`src/rtl/relu_pkg.sv`:
```
// -----------------------------------------------------------------------------
// relu_pkg
// Shared definitions for the relu_sched scheduler slice: default data width,
// data word typedef, scheduler FSM state encoding and small index helpers.
// No ports (package).
// -----------------------------------------------------------------------------
package relu_pkg;

    // Default half width is 8, so a data word is 16 bits.
    localparam int DATA_W = 16;

    typedef logic [DATA_W-1:0] data_t;

    typedef enum logic [0:0] {
        IDLE = 1'b0,
        LOCK = 1'b1
    } state_t;

    // Width of a requester ID; never narrower than one bit.
    function automatic int id_width(input int n);
        if (n > 1) begin
            return $clog2(n);
        end else begin
            return 1;
        end
    endfunction

    // Increment an index modulo n (works for non-power-of-two n).
    function automatic int wrap_inc(input int v, input int n);
        if (v + 1 >= n) begin
            return 0;
        end else begin
            return v + 1;
        end
    endfunction

endpackage

```
`src/rtl/relu_core.sv`:
```
// -----------------------------------------------------------------------------
// relu_core
// Registered ReLU stage: a two's-complement word with the sign bit set becomes
// zero, anything else (including zero) passes through. One cycle latency.
// Ports:
//   clk   in   rising-edge clock
//   rst_n in   asynchronous active-low reset (output clears to 0)
//   din   in   DW-bit input word
//   dout  out  DW-bit registered ReLU result
// -----------------------------------------------------------------------------
module relu_core
    import relu_pkg::*;
#(
    parameter int DW = DATA_W
) (
    input  logic          clk,
    input  logic          rst_n,
    input  logic [DW-1:0] din,
    output logic [DW-1:0] dout
);

    logic [DW-1:0] dout_r;

    // ReLU result register.
    always_ff @(posedge clk or negedge rst_n) begin
        if (!rst_n) begin
            dout_r <= {DW{1'b0}};
        end else if (din[DW-1]) begin
            dout_r <= {DW{1'b0}};
        end else begin
            dout_r <= din;
        end
    end

    assign dout = dout_r;

endmodule

```
`src/rtl/relu_sched.sv`:
```
// -----------------------------------------------------------------------------
// relu_sched
// Round-robin scheduler sharing one registered ReLU stage among NREQ
// requesters. Bursts are granted atomically (until req_last or MAX_BURST
// beats), results come back tagged with the source ID, and output
// backpressure stalls the pipe without loss or duplication.
// Optional feature macro: RELU_SCHED_STATS_EN adds the clip_cnt port/counter.
// Ports:
//   clk, rst_n        clock, asynchronous active-low reset
//   req_valid/last    per-requester beat valid / final beat of burst
//   req_data          per-requester data, slice [i*2*WIDTH +: 2*WIDTH]
//   req_ready         one-hot (or zero) beat-accept strobe, combinational
//   out_valid/data    registered ReLU result and its valid
//   out_id/out_last   source requester and end-of-burst flag of the result
//   out_ready         downstream accept
//   clip_cnt          (RELU_SCHED_STATS_EN only) saturating count of
//                     accepted beats with the sign bit set
// -----------------------------------------------------------------------------
module relu_sched
    import relu_pkg::*;
#(
    parameter int WIDTH     = 8,
    parameter int NREQ      = 4,
    parameter int MAX_BURST = 16
) (
    input  logic                            clk,
    input  logic                            rst_n,
    input  logic [NREQ-1:0]                 req_valid,
    input  logic [NREQ*2*WIDTH-1:0]         req_data,
    input  logic [NREQ-1:0]                 req_last,
    output logic [NREQ-1:0]                 req_ready,
    output logic                            out_valid,
    output logic [2*WIDTH-1:0]              out_data,
    output logic [id_width(NREQ)-1:0]       out_id,
    output logic                            out_last,
    input  logic                            out_ready
`ifdef RELU_SCHED_STATS_EN
    ,
    output logic [31:0]                     clip_cnt
`endif
);

    localparam int DW  = 2 * WIDTH;
    localparam int IDW = id_width(NREQ);
    localparam int BCW = $clog2(MAX_BURST + 1);

    state_t          state_r, state_nxt_s;
    logic [IDW-1:0]  owner_r, owner_nxt_s;
    logic [IDW-1:0]  rr_ptr_r, rr_ptr_nxt_s;
    logic [BCW-1:0]  beat_cnt_r, beat_cnt_nxt_s, beats_now_s;
    logic [IDW-1:0]  winner_s, sel_s;
    logic            any_valid_s;
    int              idx_s;
    logic            can_issue_s, xfer_s, forced_s, last_flag_s;
    logic [DW-1:0]   sel_data_s, din_s;
    logic [DW-1:0]   hold_data_r;
    logic [IDW-1:0]  hold_id_r;
    logic            hold_last_r;
    logic            out_valid_r;

    // Round-robin search: scanning offsets high to low leaves the lowest
    // valid offset from rr_ptr as the winner.
    always_comb begin
        winner_s    = rr_ptr_r;
        any_valid_s = 1'b0;
        idx_s       = 0;
        for (int i = NREQ - 1; i >= 0; i--) begin
            idx_s = int'(rr_ptr_r) + i;
            if (idx_s >= NREQ) begin
                idx_s = idx_s - NREQ;
            end else begin
                idx_s = idx_s;
            end
            if (req_valid[idx_s]) begin
                winner_s    = IDW'(idx_s);
                any_valid_s = 1'b1;
            end else begin
                winner_s    = winner_s;
            end
        end
    end

    // Selected requester, issue/transfer decision and burst-end detection.
    // Transfers are gated by rst_n so req_ready is zero while reset is held.
    always_comb begin
        if (state_r == LOCK) begin
            sel_s       = owner_r;
            beats_now_s = beat_cnt_r + {{(BCW-1){1'b0}}, 1'b1};
        end else begin
            sel_s       = winner_s;
            beats_now_s = {{(BCW-1){1'b0}}, 1'b1};
        end
        sel_data_s  = req_data[int'(sel_s)*DW +: DW];
        can_issue_s = !out_valid_r || out_ready;
        xfer_s      = rst_n && can_issue_s && req_valid[sel_s];
        forced_s    = (beats_now_s == BCW'(MAX_BURST));
        last_flag_s = req_last[sel_s] || forced_s;
        // During a stall the hold register re-feeds the core so its output
        // is recomputed to the same value.
        if (xfer_s) begin
            din_s = sel_data_s;
        end else begin
            din_s = hold_data_r;
        end
    end

    // FSM state register.
    always_ff @(posedge clk or negedge rst_n) begin
        if (!rst_n) begin
            state_r    <= IDLE;
            owner_r    <= {IDW{1'b0}};
            rr_ptr_r   <= {IDW{1'b0}};
            beat_cnt_r <= {BCW{1'b0}};
        end else begin
            state_r    <= state_nxt_s;
            owner_r    <= owner_nxt_s;
            rr_ptr_r   <= rr_ptr_nxt_s;
            beat_cnt_r <= beat_cnt_nxt_s;
        end
    end

    // FSM next-state logic. A single-beat burst granted from IDLE never
    // enters LOCK; it releases straight away.
    always_comb begin
        state_nxt_s    = state_r;
        owner_nxt_s    = owner_r;
        rr_ptr_nxt_s   = rr_ptr_r;
        beat_cnt_nxt_s = beat_cnt_r;
        case (state_r)
            IDLE: begin
                if (!any_valid_s) begin
                    state_nxt_s = IDLE;
                end else if (xfer_s && last_flag_s) begin
                    rr_ptr_nxt_s   = IDW'(wrap_inc(int'(winner_s), NREQ));
                    beat_cnt_nxt_s = {BCW{1'b0}};
                end else begin
                    state_nxt_s    = LOCK;
                    owner_nxt_s    = winner_s;
                    beat_cnt_nxt_s = xfer_s ? beats_now_s : {BCW{1'b0}};
                end
            end
            LOCK: begin
                if (!xfer_s) begin
                    state_nxt_s = LOCK;
                end else if (last_flag_s) begin
                    state_nxt_s    = IDLE;
                    rr_ptr_nxt_s   = IDW'(wrap_inc(int'(owner_r), NREQ));
                    beat_cnt_nxt_s = {BCW{1'b0}};
                end else begin
                    beat_cnt_nxt_s = beats_now_s;
                end
            end
            default: begin
                state_nxt_s    = IDLE;
                beat_cnt_nxt_s = {BCW{1'b0}};
            end
        endcase
    end

    // FSM outputs: accept strobe for the selected requester only.
    always_comb begin
        req_ready = {NREQ{1'b0}};
        if (xfer_s) begin
            req_ready[sel_s] = 1'b1;
        end else begin
            req_ready = {NREQ{1'b0}};
        end
    end

    // Hold register and result valid, aligned with the relu_core register.
    always_ff @(posedge clk or negedge rst_n) begin
        if (!rst_n) begin
            hold_data_r <= {DW{1'b0}};
            hold_id_r   <= {IDW{1'b0}};
            hold_last_r <= 1'b0;
            out_valid_r <= 1'b0;
        end else if (xfer_s) begin
            hold_data_r <= sel_data_s;
            hold_id_r   <= sel_s;
            hold_last_r <= last_flag_s;
            out_valid_r <= 1'b1;
        end else if (out_ready) begin
            out_valid_r <= 1'b0;
        end else begin
            out_valid_r <= out_valid_r;
        end
    end

    relu_core #(.DW(DW)) u_core (
        .clk   (clk),
        .rst_n (rst_n),
        .din   (din_s),
        .dout  (out_data)
    );

    assign out_valid = out_valid_r;
    assign out_id    = hold_id_r;
    assign out_last  = hold_last_r;

`ifdef RELU_SCHED_STATS_EN
    logic [31:0] clip_cnt_r;

    // Saturating count of accepted negative beats.
    always_ff @(posedge clk or negedge rst_n) begin
        if (!rst_n) begin
            clip_cnt_r <= 32'd0;
        end else if (xfer_s && sel_data_s[DW-1] && (clip_cnt_r != 32'hFFFF_FFFF)) begin
            clip_cnt_r <= clip_cnt_r + 32'd1;
        end else begin
            clip_cnt_r <= clip_cnt_r;
        end
    end

    assign clip_cnt = clip_cnt_r;
`endif

endmodule
```
`config.mk`:
```
export PLATFORM = sky130hd
export DESIGN_NAME = relu_sched
export DESIGN_NICKNAME = d
export VERILOG_FILES = /design/src/rtl/relu_pkg.sv /design/src/rtl/relu_core.sv /design/src/rtl/relu_sched.sv
export SDC_FILE = /design/constraint.sdc
export NUM_CORES = 1
export LEC_CHECK = 0
export ABC_AREA = 0
export CAP_MARGIN = 10
export CORE_UTILIZATION = 41
export CTS_BUF_LIST = sky130_fd_sc_hd__clkbuf_4 sky130_fd_sc_hd__clkbuf_8 sky130_fd_sc_hd__clkbuf_16
export DETAILED_ROUTE_END_ITERATION = 12
export GPL_ROUTABILITY_DRIVEN = 1
export GPL_TIMING_DRIVEN = 0
export PLACE_DENSITY_LB_ADDON = 0.15
export SLEW_MARGIN = 20
export SYNTH_ARGS = -nofsm -noshare
export SYNTH_HDL_FRONTEND = slang
export SYNTH_HIERARCHICAL = 1
export SYNTH_SLANG_ARGS = --single-unit
```
`constraint.sdc`:
```
create_clock -name clk -period 2.8 [get_ports clk]
set_input_delay 0.56 -clock clk [delete_from_list [all_inputs] [get_ports clk]]
set_output_delay 0.56 -clock clk [all_outputs]
set_load 0.05 [all_outputs]
```
* Yosys cells after proc, flatten, opt, wreduce, memory -nomap -nowiden
Index checks and enable logic that the tools add are counted.
** Cells by class
- Add/sub/neg operators :: 10
- Order comparisons :: 12
- Eq/ne operators :: 5
- Shifts and indexed selects :: 1
- Muxes and demuxes :: 55
- Bitwise operators :: 2
- Reductions and logical operators :: 11
** Operators with widths (count)
- less-than comparator 32 x 4 -> 1 bit, second input constant :: 4
- 2-to-1 mux 32 bit :: 4
- variable part select 64 x 7 -> 16 bit :: 1
- 2-to-1 mux 5 bit :: 6
- 2-to-1 mux 2 bit :: 11
- 2-to-1 mux 1 bit :: 21
- 2-to-1 mux 16 bit :: 1
- >= comparator 3 bit, second input constant :: 5
- 2-to-1 mux 15 bit :: 1
- binary-select mux 1 bit (select 2 bit) :: 6
- subtractor 3 x 3 -> 4 bit, second input constant :: 3
- case mux 5 bit (2 select lines) :: 1
- adder 2 x 1 -> 3 bit, second input constant :: 3
- adder 2 x 2 -> 3 bit, second input constant :: 2
- adder 5 x 1 -> 5 bit, second input constant :: 1
- equality test 5 bit, second input constant :: 1
- logical AND 1 bit :: 4
- 2-to-1 mux 4 bit :: 1
- inequality test 2 x 1 -> 1 bit, second input constant :: 2
- inequality test 2 bit, second input constant :: 2
- case mux 2 bit (2 select lines) :: 1
- AND reduction 4 bit :: 1
- subtractor 2 x 3 -> 4 bit, second input constant :: 1
- >= comparator 2 x 3 -> 1 bit, second input constant :: 1
- other kinds (10) :: 12
** Storage, ports and cells
- Register bits :: 46
- Input bits :: 75
- Word-level logic and storage cells :: 105

* Depth between registers and ports, before layout
Gate-level depths: netlist of run 1.
- Word-level depth :: 18
- Mapped depth :: 12

* Cells and area by module
The synthesis of run 1 kept the hierarchy.
** By module, submodules not included
- relu_sched :: times used 1, cells each 220, area each 2334.7 um^2, sequential area each 750.7 um^2
- relu_core :: times used 1, cells each 33, area each 519.2 um^2, sequential area each 375.4 um^2

* Worst setup path before layout of run 1
Ideal clock, no wire load.
- Kind :: input-to-output
- Start :: in req_valid[1]
- End :: out req_ready[1]
- Arrival :: 2.941 ns
- Required time :: 2.240 ns
- Setup slack :: -0.701 ns
- Cell stages on the path :: 8
- Path buffers :: 3
- Path through :: buf_2 -> nor2b_1 -> o21a_1 -> nor3_2 -> mux2i_1 -> buf_2 -> buf_2 -> nor3_1
** On the way
- Longest elaborated chain between the ends :: 13
- Elaborated cells on any way between the ends :: 26
- Those cells by class :: order compare: 2; mux: 22; reduce/logical: 2
** RTL lines
- from (decl) :: RTL line relu_sched.sv:28 : input logic [NREQ-1:0] req_valid,
- binary-select mux 1 bit (select 2 bit) :: RTL line relu_sched.sv:74 : if (req_valid[idx_s]) begin
- 2-to-1 mux 1 bit (implied by the code) (2 in a row) :: RTL line relu_sched.sv:74
- 2-to-1 mux 2 bit (4 in a row) :: RTL line relu_sched.sv:74
- 2-to-1 mux 2 bit :: RTL line relu_sched.sv:86 : if (state_r == LOCK) begin
- less-than comparator 2 x 3 -> 1 bit (implied by the code) or >= comparator 2 x 1 -> 1 bit (tied branches) :: RTL line relu_sched.sv:164 : req_ready[sel_s] = 1'b1;
- logical AND 1 bit (implied by the code) :: RTL line relu_sched.sv:164
- 2-to-1 mux 1 bit (implied by the code) :: RTL line relu_sched.sv:164
- demux 1 bit (select 2 bit) :: RTL line relu_sched.sv:164
- 2-to-1 mux 4 bit * :: RTL line relu_sched.sv:163 : if (xfer_s) begin
- to (decl) :: RTL line relu_sched.sv:31 : output logic [NREQ-1:0] req_ready,
Mark *: on every way between the ends. The rest lies on a longest branch, timed or not. The select of a mux whose other input is x is not followed.

* Final worst setup path of run 1
- Start :: reg rr_ptr_r[1]
- End :: out req_ready[0]
** On the way
- Longest elaborated chain between the ends :: 16
- Elaborated cells on any way between the ends :: 41
- Those cells by class :: add/sub: 7; order compare: 6; mux: 26; reduce/logical: 2
** RTL lines
- from (decl) :: RTL line relu_sched.sv:49 : logic [IDW-1:0] rr_ptr_r, rr_ptr_nxt_s;
- from (signal assigned) :: RTL line relu_sched.sv:112 : rr_ptr_r <= {IDW{1'b0}};
- from (signal assigned) :: RTL line relu_sched.sv:117 : rr_ptr_r <= rr_ptr_nxt_s;
- adder 2 x 2 -> 3 bit :: RTL line relu_sched.sv:68 : idx_s = int'(rr_ptr_r) + i;
- subtractor 3 x 3 -> 4 bit or >= comparator 3 bit (tied branches) :: RTL line relu_sched.sv:70, relu_sched.sv:69
- 2-to-1 mux 32 bit :: RTL line relu_sched.sv:69 : if (idx_s >= NREQ) begin
- binary-select mux 1 bit (select 2 bit) :: RTL line relu_sched.sv:74
- 2-to-1 mux 1 bit (implied by the code) (2 in a row) :: RTL line relu_sched.sv:74
- 2-to-1 mux 2 bit (3 in a row) :: RTL line relu_sched.sv:74
- 2-to-1 mux 2 bit * :: RTL line relu_sched.sv:74
- 2-to-1 mux 2 bit * :: RTL line relu_sched.sv:86
- less-than comparator 2 x 3 -> 1 bit (implied by the code) or >= comparator 2 x 1 -> 1 bit (tied branches) :: RTL line relu_sched.sv:164
- logical AND 1 bit (implied by the code) :: RTL line relu_sched.sv:164
- 2-to-1 mux 1 bit (implied by the code) :: RTL line relu_sched.sv:164
- demux 1 bit (select 2 bit) :: RTL line relu_sched.sv:164
- 2-to-1 mux 4 bit * :: RTL line relu_sched.sv:163
Marks and branches as above.

==> results.toml, run 1 <==
[worst_setup_path]
crit_path_start_kind = "flop"
r2r_slack_ps = 80
crit_path_max_incr_delay_ps = 480
cp.arrival_ps = 2530
worstPathRequired_ps = 2240
path_buf_inv = 3
crit_type = "flop to primary output"
cp_slowest_cell = "or4_4"
worst-path-max-fanout = 4
path_cells = "and3b_2 -> nor4_4 -> buf_4 -> nor2_4 -> or4_4 -> o2111a_2 -> buf_8 -> and3_4 -> buf_8"
crit_top_cell = "buf_8"
cp-end-kind = "primary output"
crit_family = "simple AND/OR/NAND/NOR gates"

[yosys]
ys_warn_count = 6
synth_top_area_share_pct = 39.5
synth_edf_count = 0
syn_inst = 253
ys_top_cells_by_area = "dfrtp_1 (39%), mux2i_1 (18%), mux2_4 (6.8%)"
ys_ff_latch = 45
syn_area_sq_um = 2850
async_reset_ff_share_pct = 100
synth.largest_area_cell = "dfrtp_1"
synthTopCellsByCount = "mux2i_1 (52), dfrtp_1 (45), mux2_4 (13)"
ys_types = 55
synth_top_flop_cell = "dfrtp_1"
post-synth-top-count-cell = "mux2i_1"
synth_nets = 330
synth-seq-area-share_pct = 39.5
synth_area_per_cell_sq_um = 11.3

[route]
vias_per_cell = 5.36
drtPass1Iterations = 7
wire_per_inst_microns = 16.0
vias = 2454
drtAntennaViolNets = 0
totalWireLength_mm = 7.32
drt_iter0_drc = 134
drcViolationCount = 0

[outcome]
violations = "setup timing"
status = "finished with violations"

[timing]
finalSetupViolCount = 4
rsz0062_at_grt = "yes"
max_freq_ghz = 0.324
timing.setup.tns_ps = -1090
whs_ps = 168
period_share_pct = 110
slew_headroom_pct = 61.8
maxSlewViolCount = 0
fin_skew_ps = 6.27
tightestPinTransition_ps = 568
final-hold-violation-count = 0
fin_crit_ps = 3090
setup_ws_ps = -285

[global_routing]
grt_start_max_net_pins = 33
antenna_found_initial = 0
grt_pass1_vias = 2574
grt_usage_pct = 21.6
grt_remaining_overflow = 0
grt_pass1_wl_mm = 12.3

[power]
power.total_mw = 5.33
cellLeakagePower_nw = 1.96
peakVddDrop_mv = 0.589
powerDensity_nw_per_um2 = 1220

[die]
dieArea_sq_um = 7300
core_sq_um = 6760
die_y_microns = 85.4
initial_utilization_pct = 42.2
rows = 30
io_pins = 99
dieWidth_microns = 85.4

[cells_and_area]
diodes = 0
ff_latch_area_sq_um = 1130
multi_input_area_sq_um = 1730
area_growth_pct = 53.8
finalNonFillerCells = 458
drive_gt1_share_pct = 29.1
design_area_sq_um = 4390
utilization_pct = 65.0
final_nets = 455
n_fill_cell = 555

[hold_path]
hold_path_class = "input port to async pin"

[placement]
io_buffer_count = 95
place_inst = 429
dp_slack_ps = -1430
dpl.hpwl_mm = 5.19
gp_congestion = 0.809
placed_area_sq_um = 3970

[clock_tree]
clkSlewWorstSetupHoldPaths_ps = 80
cts-root-buf = "clkbuf_8"
htree_num_levels = 2
tritoncts = "built"
clock_latency_ps = 290
cts_sinks = 45
clockBufferDepth = 2
cts_buffers = 5

[flow_run]
drv_cap = 0
## metal layers
layer	track usage [%]	vias up	wire length, microns
li1	-	1161	-
met1	26.1	1175	3000
met2	37.3	98	3620
met3	4.96	20	465
met5	0	-	0
met4	8.18	0	237
## cells in the final DEF, fill, tap and decap left out, types with 9 or more instances in the layout
cell / synthesis / layout
buf_4: 2 / 26
buf_6: 3 / 9
clkdlybuf4s50_1: 0 / 88
dfrtp_1: 45 / 44
mux2_4: 13 / 15
mux2i_1: 52 / 52
nand2_1: 12 / 12
nor2b_2: 8 / 9
## cells by family after synthesis
logic type | count (synthesis) | share of synthesized area [%]
other | 1 | 0.131
XOR/XNOR | 1 | 0.307
multiplexers | 73 | 28.6
adder cells (fa/ha/maj) | 2 | 0.877
AND/OR/NAND/NOR | 75 | 17.4
AO/OA/AOI/OAI | 33 | 8.20
buffers and inverters | 23 | 5.00
flip-flops | 45 | 39.5
## what timing repair did
action	4_1_cts	5_1_grt
hold buffers	0	0
pin swaps	11	11
setup buffers	20	6
setup endpoints to repair	43	22
resized for setup	62	16
hold endpoints to repair	0	0
## final cells by class
type	count	share of cell area (%)
Clock buffer	5	1.57
Timing Repair Buffer	119	26.0
Inverter	6	0.513
Buffer	16	3.82
Sequential cell	45	25.7
Tap cell	80	2.28
Multi-Input combinational cell	185	39.4
Clock inverter	2	0.798
## flip-flops by register name, indices dropped and copies added, names as in the netlist, 2 cells and up
register	count
rr_ptr_r	2
beat_cnt_r	5
out_id	2
u_core/dout	15
owner_r	2
hold_data_r	16
## path summary, 6_finish.rpt
kind	endpoint	cells past startpoint	from
worst min-delay path	out_last$_DFFE_PN0N_	1	rst_n
min in group clk	out_last$_DFFE_PN0N_	1	out_last$_DFFE_PN0N_
max in group asynchronous	hold_data_r[13]$_DFF_PN0_	2	rst_n
worst min register to register	out_last$_DFFE_PN0N_	1	out_last$_DFFE_PN0N_
worst max-delay path	req_ready[0]	9	rr_ptr_r[1]$_DFFE_PN0P_
worst max register to register	rr_ptr_r[1]$_DFFE_PN0P_	13	rr_ptr_r[1]$_DFFE_PN0P_
## report_power, final
part | total [mW] | switching, mW | internal (mW)
sequential | 1.15 | 0.179 | 0.970
combinational | 3.71 | 1.89 | 1.82
clock | 0.478 | 0.219 | 0.260
total | 5.33 | 2.29 | 3.05
Note: power is estimated with default switching activity, not from simulation.
==> run 2, diff against run 1 <==
--- a/config.mk
+++ b/config.mk
@@ -9,11 +9,11 @@
 export CAP_MARGIN = 10
 export CORE_UTILIZATION = 41
 export CTS_BUF_LIST = sky130_fd_sc_hd__clkbuf_4 sky130_fd_sc_hd__clkbuf_8 sky130_fd_sc_hd__clkbuf_16
+export CTS_CLUSTER_SIZE = 24
 export DETAILED_ROUTE_END_ITERATION = 12
 export GPL_ROUTABILITY_DRIVEN = 1
 export GPL_TIMING_DRIVEN = 0
 export PLACE_DENSITY_LB_ADDON = 0.15
-export SLEW_MARGIN = 20
 export SYNTH_ARGS = -nofsm -noshare
 export SYNTH_HDL_FRONTEND = slang
 export SYNTH_HIERARCHICAL = 1
==> results of run 2 <==
Final layout, timing and power as in run 1 (identical DEF).
==> run 3, diff against run 2 <==
--- a/config.mk
+++ b/config.mk
@@ -6,6 +6,7 @@
 export NUM_CORES = 1
 export LEC_CHECK = 0
 export ABC_AREA = 0
+export ABC_CLOCK_PERIOD_IN_PS = 2800
 export CAP_MARGIN = 10
 export CORE_UTILIZATION = 41
 export CTS_BUF_LIST = sky130_fd_sc_hd__clkbuf_4 sky130_fd_sc_hd__clkbuf_8 sky130_fd_sc_hd__clkbuf_16
@@ -14,6 +15,7 @@
 export GPL_ROUTABILITY_DRIVEN = 1
 export GPL_TIMING_DRIVEN = 0
 export PLACE_DENSITY_LB_ADDON = 0.15
+export RECOVER_POWER = 100
 export SYNTH_ARGS = -nofsm -noshare
 export SYNTH_HDL_FRONTEND = slang
 export SYNTH_HIERARCHICAL = 1
==> run 3 against run 2 <==
  * The run ends with capacitance limit, slew limit, setup timing left
  * Routed wire length about the same
  * Count of clock-buffer cells in the layout unchanged
  * Die area unchanged
  * Power decreased by 0.87%
  * Design area decreased by 0.37%
  * Combinational power decreased by 1%
  * First-iteration DRC count decreased by 2.2%
  * Flip-flop and latch count unchanged
  * Maximum frequency decreased by 0.20%
  * Register-to-register slack about the same
  * Cell count unchanged
  * Largest cell class unchanged
  * Highest routed layer unchanged
==> results.toml, run 3 (same netlist as run 1, synthesis figures left out) <==
[clock_tree]
cts-root-buf = "clkbuf_8"
clkSlewWorstSetupHoldPaths_ps = 90
cts_sinks = 45
clock_latency_ps = 290
clockBufferDepth = 2
htree_num_levels = 2
cts_buffers = 5
cts_hold_buffers = 0
tritoncts = "built"

[outcome]
violations = "capacitance limit, slew limit, setup timing"
status = "finished with violations"

[global_routing]
grt_start_max_net_pins = 33
grt_pass1_wl_mm = 12.3
antenna_found_initial = 0
grt_remaining_overflow = 0
grt_usage_pct = 21.6
grt_pass1_vias = 2574

[power]
peakVddDrop_mv = 0.585
cellLeakagePower_nw = 1.98
powerDensity_nw_per_um2 = 1210

[route]
wire_per_inst_microns = 16.0
drtPass1Iterations = 7
drt_iter0_drc = 131
vias = 2454
drtAntennaViolNets = 0
vias_per_cell = 5.36
totalWireLength_mm = 7.32
drcViolationCount = 0

[timing]
finalSetupViolCount = 4
fin_skew_ps = 7.22
max_freq_ghz = 0.323
final-hold-violation-count = 0
whs_ps = 152
period_share_pct = 110
fin_crit_ps = 3090
rsz0062_at_grt = "yes"
setup_ws_ps = -291
maxSlewViolCount = 33
slew_headroom_pct = -12.7
timing.setup.tns_ps = -1110
tightestPinTransition_ps = 1690

[cells_and_area]
drive_gt1_share_pct = 28.8
largest_register_ffs = 16
diodes = 0
final_common_cell = "clkdlybuf4s50_1"
design_area_sq_um = 4370
area_growth_pct = 53.2
layout_common_cells = "clkdlybuf4s50_1 (69), mux2i_1 (52), dfrtp_1 (44)"
final_nets = 455
regMostFlops = "hold_data_r"

[placement]
gp_congestion = 0.809
dpl.hpwl_mm = 5.19
placed_area_sq_um = 3970
dp_slack_ps = -1430
io_buffer_count = 95

[hold_path]
hold_path_class = "input port to async pin"

[die]
initial_utilization_pct = 42.2
die_y_microns = 85.4
dieArea_sq_um = 7300
dieWidth_microns = 85.4
rows = 30
core_sq_um = 6760
io_pins = 99

[flow_run]
drv_cap = 1

[worst_setup_path]
cp.arrival_ps = 2530
worstPathRequired_ps = 2240
path_cells = "and3b_2 -> nor4_4 -> buf_4 -> nor2_4 -> or4_4 -> o2111a_2 -> buf_8 -> and3_4 -> buf_8"
crit_path_start_kind = "flop"
cp_slowest_cell = "or4_4"
worst-path-max-fanout = 4
cp-end-kind = "primary output"
crit_top_cell = "buf_8"
crit_path_max_incr_delay_ps = 480
crit_type = "flop to primary output"
[run 3: cell types whose count changed in the layout (fill, tap and decap cells not counted), sizes merged]
cell | before | now
buf | 43 | 42
clkbuf | 9 | 10
clkdlybuf4s50 | 88 | 69
dlygate4sd3 | 0 | 19
[run 3: power breakdown]
part / internal, mW / total (mW) / switching, mW
sequential: 0.969 / 1.14 / 0.174
clock: 0.260 / 0.477 / 0.217
combinational: 1.77 / 3.67 / 1.89
[run 3: metrics by stage]
stage	cells	power (mW)	util, %
after detailed placement	429	4.40	58.8
after CTS	454	5.22	63.9
after global placement	428	4.34	58.6
after floorplan	253	3.59	-
after global routing	458	5.62	64.7
final	458	5.29	64.7
[run 3: final timing paths]
| kind | start | to | slack, ps | cells past startpoint |
|---|---|---|---|---|
| max | rr_ptr_r[1]$_DFFE_PN0P_ | req_ready[0] | -290 | 9 |
| min | rst_n | out_last$_DFFE_PN0N_ | 150 | 1 |
| max reg2reg | rr_ptr_r[1]$_DFFE_PN0P_ | rr_ptr_r[1]$_DFFE_PN0P_ | 80 | 13 |
| min reg2reg | out_last$_DFFE_PN0N_ | out_last$_DFFE_PN0N_ | 480 | 1 |
| max in group asynchronous | rst_n | rr_ptr_r[1]$_DFFE_PN0P_ | 660 | 2 |
| min in group clk | out_last$_DFFE_PN0N_ | out_last$_DFFE_PN0N_ | 480 | 1 |
[run 3: area by class of cell]
cell class / count / area (sq um)
flip-flops and latches: 45 / 1130
multi-input cells: 185 / 1730
clock buffers: 5 / 68.8
repair buffers: 119 / 1120
inverters: 6 / 22.5
fillers: 557 / 2380
clock inverters: 2 / 35.0
well taps: 80 / 100
plain buffers: 16 / 168
[run 3: layer usage]
layer  vias up  track usage, %  routed length (microns)
met3        19            4.96                      462
met5         -               0                        0
met2        91            37.3                     3680
met1      1183            26.1                     2950
met4         0            8.18                      221
li1       1161               -                        -
[run 3: worst max-delay path, delay by kind of cell (launching register included)]
family / cells / cell delay (ps)
DFF: 1 / 420
AOI/OAI and AO/OA: 1 / 170
buffers and inverters: 3 / 430
and+or+nand+nor: 5 / 1200
[run 3: repair_timing]
action / CTS / global route
setup endpoints to repair: 43 / 22
resized for setup: 62 / 16
pin swaps: 11 / 11
setup buffers: 20 / 6
